$ cat src/rtl/ifu_pkg.sv
// -----------------------------------------------------------------------------
// ifu_pkg
// Shared definitions for the instruction fetch unit and its helpers.
//   ifu_state_t : fetch sequencer states
//   RESP_OKAY   : the only bus read response treated as success
//   NOP_INST    : instruction substituted when a fetch fails (addi x0,x0,0)
//   RESET_PC    : first fetch address the core issues after reset
//   pc_aligned  : true when a fetch address is word aligned
// -----------------------------------------------------------------------------
package ifu_pkg;

  typedef enum logic [2:0] {
    IDLE  = 3'd0,
    ADDR  = 3'd1,
    DATA  = 3'd2,
    HOLD  = 3'd3,
    DRAIN = 3'd4
  } ifu_state_t;

  localparam logic [1:0]  RESP_OKAY = 2'b00;
  localparam logic [31:0] NOP_INST  = 32'h00000013;
  localparam logic [31:0] RESET_PC  = 32'h80000000;

  // Instructions are 32-bit words, so the two low address bits must be zero.
  function automatic logic pc_aligned(input logic [1:0] low_bits);
    return (low_bits == 2'b00);
  endfunction

endpackage

$ cat src/rtl/ifu_perf.sv
// -----------------------------------------------------------------------------
// ifu_perf
// Free-running 32-bit performance counters for the fetch unit. Both wrap
// naturally at 2^32 and clear on reset.
// Ports:
//   clk, rst        : clock and synchronous active-high reset
//   fetch_ok        : one-cycle pulse when a fetch enters HOLD without error
//   stall           : high on each cycle the bus is waited on (ADDR/DATA with
//                     no handshake)
//   perf_fetch_cnt  : number of successful fetches delivered
//   perf_stall_cnt  : number of bus wait cycles observed
// -----------------------------------------------------------------------------
module ifu_perf (
  input  logic        clk,
  input  logic        rst,
  input  logic        fetch_ok,
  input  logic        stall,
  output logic [31:0] perf_fetch_cnt,
  output logic [31:0] perf_stall_cnt
);

  // Both counters advance independently; they can never increment in the
  // same cycle for the same fetch, but nothing here relies on that.
  always_ff @(posedge clk) begin
    if (rst) begin
      perf_fetch_cnt <= 32'd0;
      perf_stall_cnt <= 32'd0;
    end else begin
      if (fetch_ok) begin
        perf_fetch_cnt <= perf_fetch_cnt + 32'd1;
      end
      if (stall) begin
        perf_stall_cnt <= perf_stall_cnt + 32'd1;
      end
    end
  end

endmodule

$ cat src/rtl/ifu.sv
// -----------------------------------------------------------------------------
// ifu
// Instruction fetch unit placed directly upstream of the single-cycle core.
// Takes a fetch PC from the core, reads the word over an AXI-lite style AR/R
// channel and hands the instruction, its PC and an error flag back to the
// core. Only one fetch is ever outstanding. A redirect (flush) abandons the
// current fetch; any bus transaction already started is completed and its
// data thrown away so the bus protocol is never violated.
//
// Optional build macro: IFU_PERF_CNT_EN adds perf_fetch_cnt / perf_stall_cnt
// outputs backed by the ifu_perf sub-module.
//
// Ports:
//   clk, rst            : clock, synchronous active-high reset
//   pc_in/pc_valid      : fetch request from the core
//   pc_ready            : high while idle (combinational from state)
//   flush               : redirect, abandons the current fetch
//   araddr/arvalid      : bus read address channel (arready back)
//   rdata/rresp/rvalid  : bus read data channel (rready back)
//   inst/inst_pc        : fetched instruction and its address
//   inst_valid          : result valid, held until inst_ready or flush
//   fetch_err           : misaligned pc or non-OKAY bus response
// -----------------------------------------------------------------------------
module ifu #(
  parameter int                ADDR_W   = 32,
  parameter int                DATA_W   = 32,
  parameter logic [DATA_W-1:0] NOP_INST = 32'h00000013
) (
  input  logic              clk,
  input  logic              rst,
  input  logic [ADDR_W-1:0] pc_in,
  input  logic              pc_valid,
  output logic              pc_ready,
  input  logic              flush,
  output logic [ADDR_W-1:0] araddr,
  output logic              arvalid,
  input  logic              arready,
  input  logic [DATA_W-1:0] rdata,
  input  logic [1:0]        rresp,
  input  logic              rvalid,
  output logic              rready,
  output logic [DATA_W-1:0] inst,
  output logic [ADDR_W-1:0] inst_pc,
  output logic              inst_valid,
  input  logic              inst_ready,
  output logic              fetch_err
`ifdef IFU_PERF_CNT_EN
  ,
  output logic [31:0]       perf_fetch_cnt,
  output logic [31:0]       perf_stall_cnt
`endif
);

  import ifu_pkg::*;

  ifu_state_t state;

  // Remembers a flush that arrived while the address phase was still
  // waiting for arready; the read must still be drained once accepted.
  logic flush_pend;

  logic resp_err;

  assign resp_err = (rresp != RESP_OKAY);
  assign pc_ready = (state == IDLE);

  // Fetch sequencer. Every output except pc_ready is a register written here.
  always_ff @(posedge clk) begin
    if (rst) begin
      state      <= IDLE;
      flush_pend <= 1'b0;
      arvalid    <= 1'b0;
      rready     <= 1'b0;
      inst_valid <= 1'b0;
      fetch_err  <= 1'b0;
      inst       <= NOP_INST;
      inst_pc    <= '0;
      araddr     <= '0;
    end else begin
      case (state)
        IDLE: begin
          // A pc offered together with a flush belongs to the old stream.
          if (pc_valid && !flush) begin
            inst_pc <= pc_in;
            if (pc_aligned(pc_in[1:0])) begin
              araddr  <= pc_in;
              arvalid <= 1'b1;
              state   <= ADDR;
            end else begin
              // Misaligned: answer locally without touching the bus.
              inst       <= NOP_INST;
              fetch_err  <= 1'b1;
              inst_valid <= 1'b1;
              state      <= HOLD;
            end
          end
        end

        ADDR: begin
          // arvalid may not be withdrawn, so a flush only redirects where
          // the sequencer goes once the address has been accepted.
          if (arready) begin
            arvalid    <= 1'b0;
            rready     <= 1'b1;
            flush_pend <= 1'b0;
            state      <= (flush || flush_pend) ? DRAIN : DATA;
          end else if (flush) begin
            flush_pend <= 1'b1;
          end
        end

        DATA: begin
          if (rvalid) begin
            rready <= 1'b0;
            if (flush) begin
              // Data arrived in the same cycle as the redirect: the beat is
              // already consumed, so drop it and skip DRAIN entirely.
              state <= IDLE;
            end else begin
              inst       <= resp_err ? NOP_INST : rdata;
              fetch_err  <= resp_err;
              inst_valid <= 1'b1;
              state      <= HOLD;
            end
          end else if (flush) begin
            state <= DRAIN;
          end
        end

        HOLD: begin
          if (flush || inst_ready) begin
            inst_valid <= 1'b0;
            state      <= IDLE;
          end
        end

        DRAIN: begin
          if (rvalid) begin
            rready <= 1'b0;
            state  <= IDLE;
          end
        end

        default: begin
          state <= IDLE;
        end
      endcase
    end
  end

`ifdef IFU_PERF_CNT_EN
  logic fetch_ok;
  logic stall;

  // A good fetch is counted on the cycle it moves from DATA into HOLD.
  assign fetch_ok = (state == DATA) && rvalid && !flush && !resp_err;
  assign stall    = ((state == ADDR) && !arready) ||
                    ((state == DATA) && !rvalid);

  ifu_perf u_perf (
    .clk            (clk),
    .rst            (rst),
    .fetch_ok       (fetch_ok),
    .stall          (stall),
    .perf_fetch_cnt (perf_fetch_cnt),
    .perf_stall_cnt (perf_stall_cnt)
  );
`endif

endmodule

$ cat config.mk
export PLATFORM = sky130hd
export DESIGN_NAME = ifu
export DESIGN_NICKNAME = d
export VERILOG_FILES = /design/src/rtl/ifu_pkg.sv /design/src/rtl/ifu_perf.sv /design/src/rtl/ifu.sv
export SDC_FILE = /design/constraint.sdc
export NUM_CORES = 1
export LEC_CHECK = 0
export CORE_MARGIN = 5
export CORE_UTILIZATION = 38
export DETAILED_ROUTE_END_ITERATION = 10
export PLACE_DENSITY = 0.76
export SYNTH_ARGS = -nofsm -noshare
export SYNTH_HDL_FRONTEND = slang
export SYNTH_SLANG_ARGS = --single-unit
$ cat constraint.sdc
create_clock -name clk -period 1.52 [get_ports clk]
set_clock_uncertainty 0.15 [all_clocks]
set_input_delay 0.228 -clock clk [delete_from_list [all_inputs] [get_ports clk]]
set_output_delay 0.228 -clock clk [all_outputs]
set_load 0.05 [all_outputs]
==> impl_metrics.env <==
export IMPL_ys_ff_latch=104
export IMPL_syn_to_final_growth_pct=121
export IMPL_max_stage_delay_ns=0.37
export IMPL_avgSynthCellArea_sq_um=8.23
export IMPL_syn_num_nets=567
export IMPL_cts_htree_levels=3
export IMPL_antenna_found_initial=0
export IMPL_syn_inst=494
export IMPL_preCtsSetupSlack_ns=-0.569
export IMPL_clkLatencyLatePin_ns=0.36
export IMPL_slew_headroom_pct=73.3
export IMPL_first_global_vias=4908
export IMPL_yosysSeqAreaShare_pct=51.2
export IMPL_root_buffer="clkbuf_8"
export IMPL_slew_violations=0
export IMPL_groute_usage_overall_pct=25.5
export IMPL_combPwrFrac_pct=53.3
export IMPL_power_density_nw_per_um2=1150
export IMPL_fin_nets=779
export IMPL_status="finished, violations left"
export IMPL_grt_start_max_net_pins=63
export IMPL_antenna_left=0
export IMPL_yosys_warnings=0
export IMPL_routed_wirelength_microns=20100
export IMPL_synth_top_area_cell="dfxtp_1"
export IMPL_crit_buf_inv=2
export IMPL_cp_max_fo=8
export IMPL_cp_arrival_ns=1.95
export IMPL_cpMaxStageDelayCell="dfxtp_4"
export IMPL_num_rows=37
export IMPL_peakVddDrop_v=0.000679
export IMPL_die_y_microns=113
export IMPL_synth_edff_count=0
export IMPL_seq_power_share_pct=30.6
export IMPL_overflow=0
export IMPL_cts_tree="done"
export IMPL_utilization_pct=86.7
export IMPL_routedWlPerCell_microns=23.7
export IMPL_hold_ws_ns=0.162
export IMPL_ctsLongestPathBuffers=2
export IMPL_path_cells="buf_4 > nor4_2 > and2_4 > clkbuf_16 > nand4_1 > a21oi_1"
export IMPL_drive_gt1_share_pct=50.8
export IMPL_design_area_sq_um=8990
export IMPL_drt_iter0_markers=324
export IMPL_fmax_ghz=0.550
export IMPL_place_hpwl_microns=10100
export IMPL_path_delay_family="simple AND/OR/NAND/NOR gates"
export IMPL_numPlacedInstances=793
export IMPL_tightestPinTransition_ns=0.401
export IMPL_placed_cell_area_sq_um=7160
export IMPL_fin_ws_ns=-0.297
export IMPL_p_clk_share_pct=16.1
export IMPL_p_sw_mw=4.13
export IMPL_ios=174
export IMPL_numClockSinks=104
export IMPL_hold_viol_final=0
export IMPL_synth_ff_type="dfxtp_1"
export IMPL_synth_distinct_cells=42
export IMPL_yosys_top_cells_area="dfxtp_1 (51%), a21oi_1 (12%), nand2_1 (12%)"
export IMPL_min_period_ns=1.82
export IMPL_gp_congestion=0.877
export IMPL_worst_setup_path_start_kind="register"
export IMPL_diodes=0
export IMPL_io_buffers=173
export IMPL_p_sw_share_pct=40.0
export IMPL_viasPerCell=5.55
export IMPL_die_area_sq_um=12900
export IMPL_worstSetupEndpointType="register"
export IMPL_synth_async_reset_ratio_pct=0
export IMPL_synth_top_area_share_pct=51.2
export IMPL_clkTransAtPathRegs_ns=0.11
export IMPL_power_leakage_nw=3.34
export IMPL_path_class="register to register"
export IMPL_p_int_mw=6.20
export IMPL_drc=0
export IMPL_die_w_microns=113
export IMPL_fin_cells=847
export IMPL_syn_area_sq_um=4070
export IMPL_vias=4703
export IMPL_violations="negative setup slack"
export IMPL_grt_setup_unrepaired="true"
export IMPL_min_delay_path_class="primary input to register"
export IMPL_cts_buffers_inserted=9
export IMPL_min_period_over_period_pct=120
export IMPL_start_util_pct=39.2
export IMPL_drtPass1Iterations=4
export IMPL_core_area_sq_um=10400
export IMPL_worstPathRequired_ns=1.66
export IMPL_maxCapViolCount=0
export IMPL_setup_viol=102
export IMPL_grt_pass1_wl_microns=26100
export IMPL_ctsHoldBuffers=0
-- cell usage after synthesis (6+ instances only) --
library cell,number
a21oi_1,101
buf_2,10
buf_4,6
nand4_1,29
nand2_1,129
dfxtp_1,104
o21ai_0,12
nor2_1,8
buf_6,7
clkbuf_1,23
o21ai_1,21
-- layer usage --
layer | wire, microns | GRT usage [%] | up-vias | share of wire, %
met3 | 1690 | 9.23 | 33 | 8.4
met5 | 0 | 0 | - | 0
met4 | 512 | 9.62 | 0 | 2.5
met1 | 7170 | 27.0 | 2322 | 36
met2 | 10700 | 46.0 | 209 | 53
li1 | - | - | 2139 | -
-- through the flow --
| step | setup TNS (ns) | power [mW] |
|---|---|---|
| after detailed placement | -37.71 | 6.76 |
| after global routing | -27.40 | 10.7 |
| final | -19.91 | 10.3 |
| after CTS | -14.89 | 9.60 |
| after global placement | -29.95 | 6.63 |
| after floorplan | -14.75 | 5.03 |
-- state kept, by name (all words and copies together), names as in the netlist --
signal and flops:
araddr 32, inst 32, inst_pc 32, state 3
arvalid 1, fetch_err 1, flush_pend 1, inst_valid 1
rready 1
-- power by group through the flow --
stage / clock, mW / combinational (mW) / sequential [mW]
3_5_place_dp: 0 / 3.57 / 3.19
2_1_floorplan: 0 / 1.41 / 3.61
6_report: 1.66 / 5.51 / 3.16
4_1_cts: 1.62 / 4.85 / 3.13
3_3_place_gp: 0 / 3.47 / 3.17
5_1_grt: 1.79 / 5.73 / 3.19
-- kinds of logic after synthesis --
kind of cell,share of synthesized area (%)
mux,0.246
compound gates,20.4
flops,51.2
buf+inv,6.49
simple gates,21.7
-- repair_timing --
| action | in CTS | in global routing |
|---|---|---|
| cloned | 13 | 11 |
| buffers inserted | 13 | 5 |
| resized for setup | 88 | 167 |
| pin swaps | 17 | 91 |
| hold endpoints to repair | 0 | 0 |
| endpoints found under the setup margin | 102 | 103 |
-- cell type report --
class | count | area, sq um
Fill cell | 479 | 1380
Tap cell | 136 | 170
Timing Repair Buffer | 247 | 3940
Clock buffer | 9 | 124
Inverter | 1 | 6.26
Multi-Input combinational cell | 343 | 2610
Clock inverter | 7 | 52.6
Sequential cell | 104 | 2090
-- layout by cell type, fill, tap and decap left out, drive strengths merged, types with 3 or more instances in the layout --
cell           count
a21oi            101
buf              165
clkbuf            19
clkdlybuf4s50     70
clkinv             3
dfxtp            104
inv                4
nand2            129
nand2b             3
nand4             29
nor2               8
nor3               4
nor4b              3
o21ai             33
o21bai             3
or2                3
-- worst reg2reg max path: stages (launching register included) --
cell       delay, ns
dfxtp_4         0.37
buf_4           0.15
nor4_2          0.27
and2_4          0.28
clkbuf_16       0.20
nand4_1         0.14
a21oi_1         0.20
-- final timing paths --
kind | start | end | slack [ns] | cells past startpoint
max | state[2]$_SDFFE_PP0P_ | inst[27]$_SDFFE_PP0P_ | -0.30 | 6
max reg2reg | state[2]$_SDFFE_PP0P_ | inst[27]$_SDFFE_PP0P_ | -0.30 | 6
min | rst | state[2]$_SDFFE_PP0P_ | 0.16 | 3
min reg2reg | inst_pc[0]$_SDFFE_PP0P_ | inst_pc[0]$_SDFFE_PP0P_ | 0.36 | 2
Note: power is estimated with default switching activity, not from simulation.
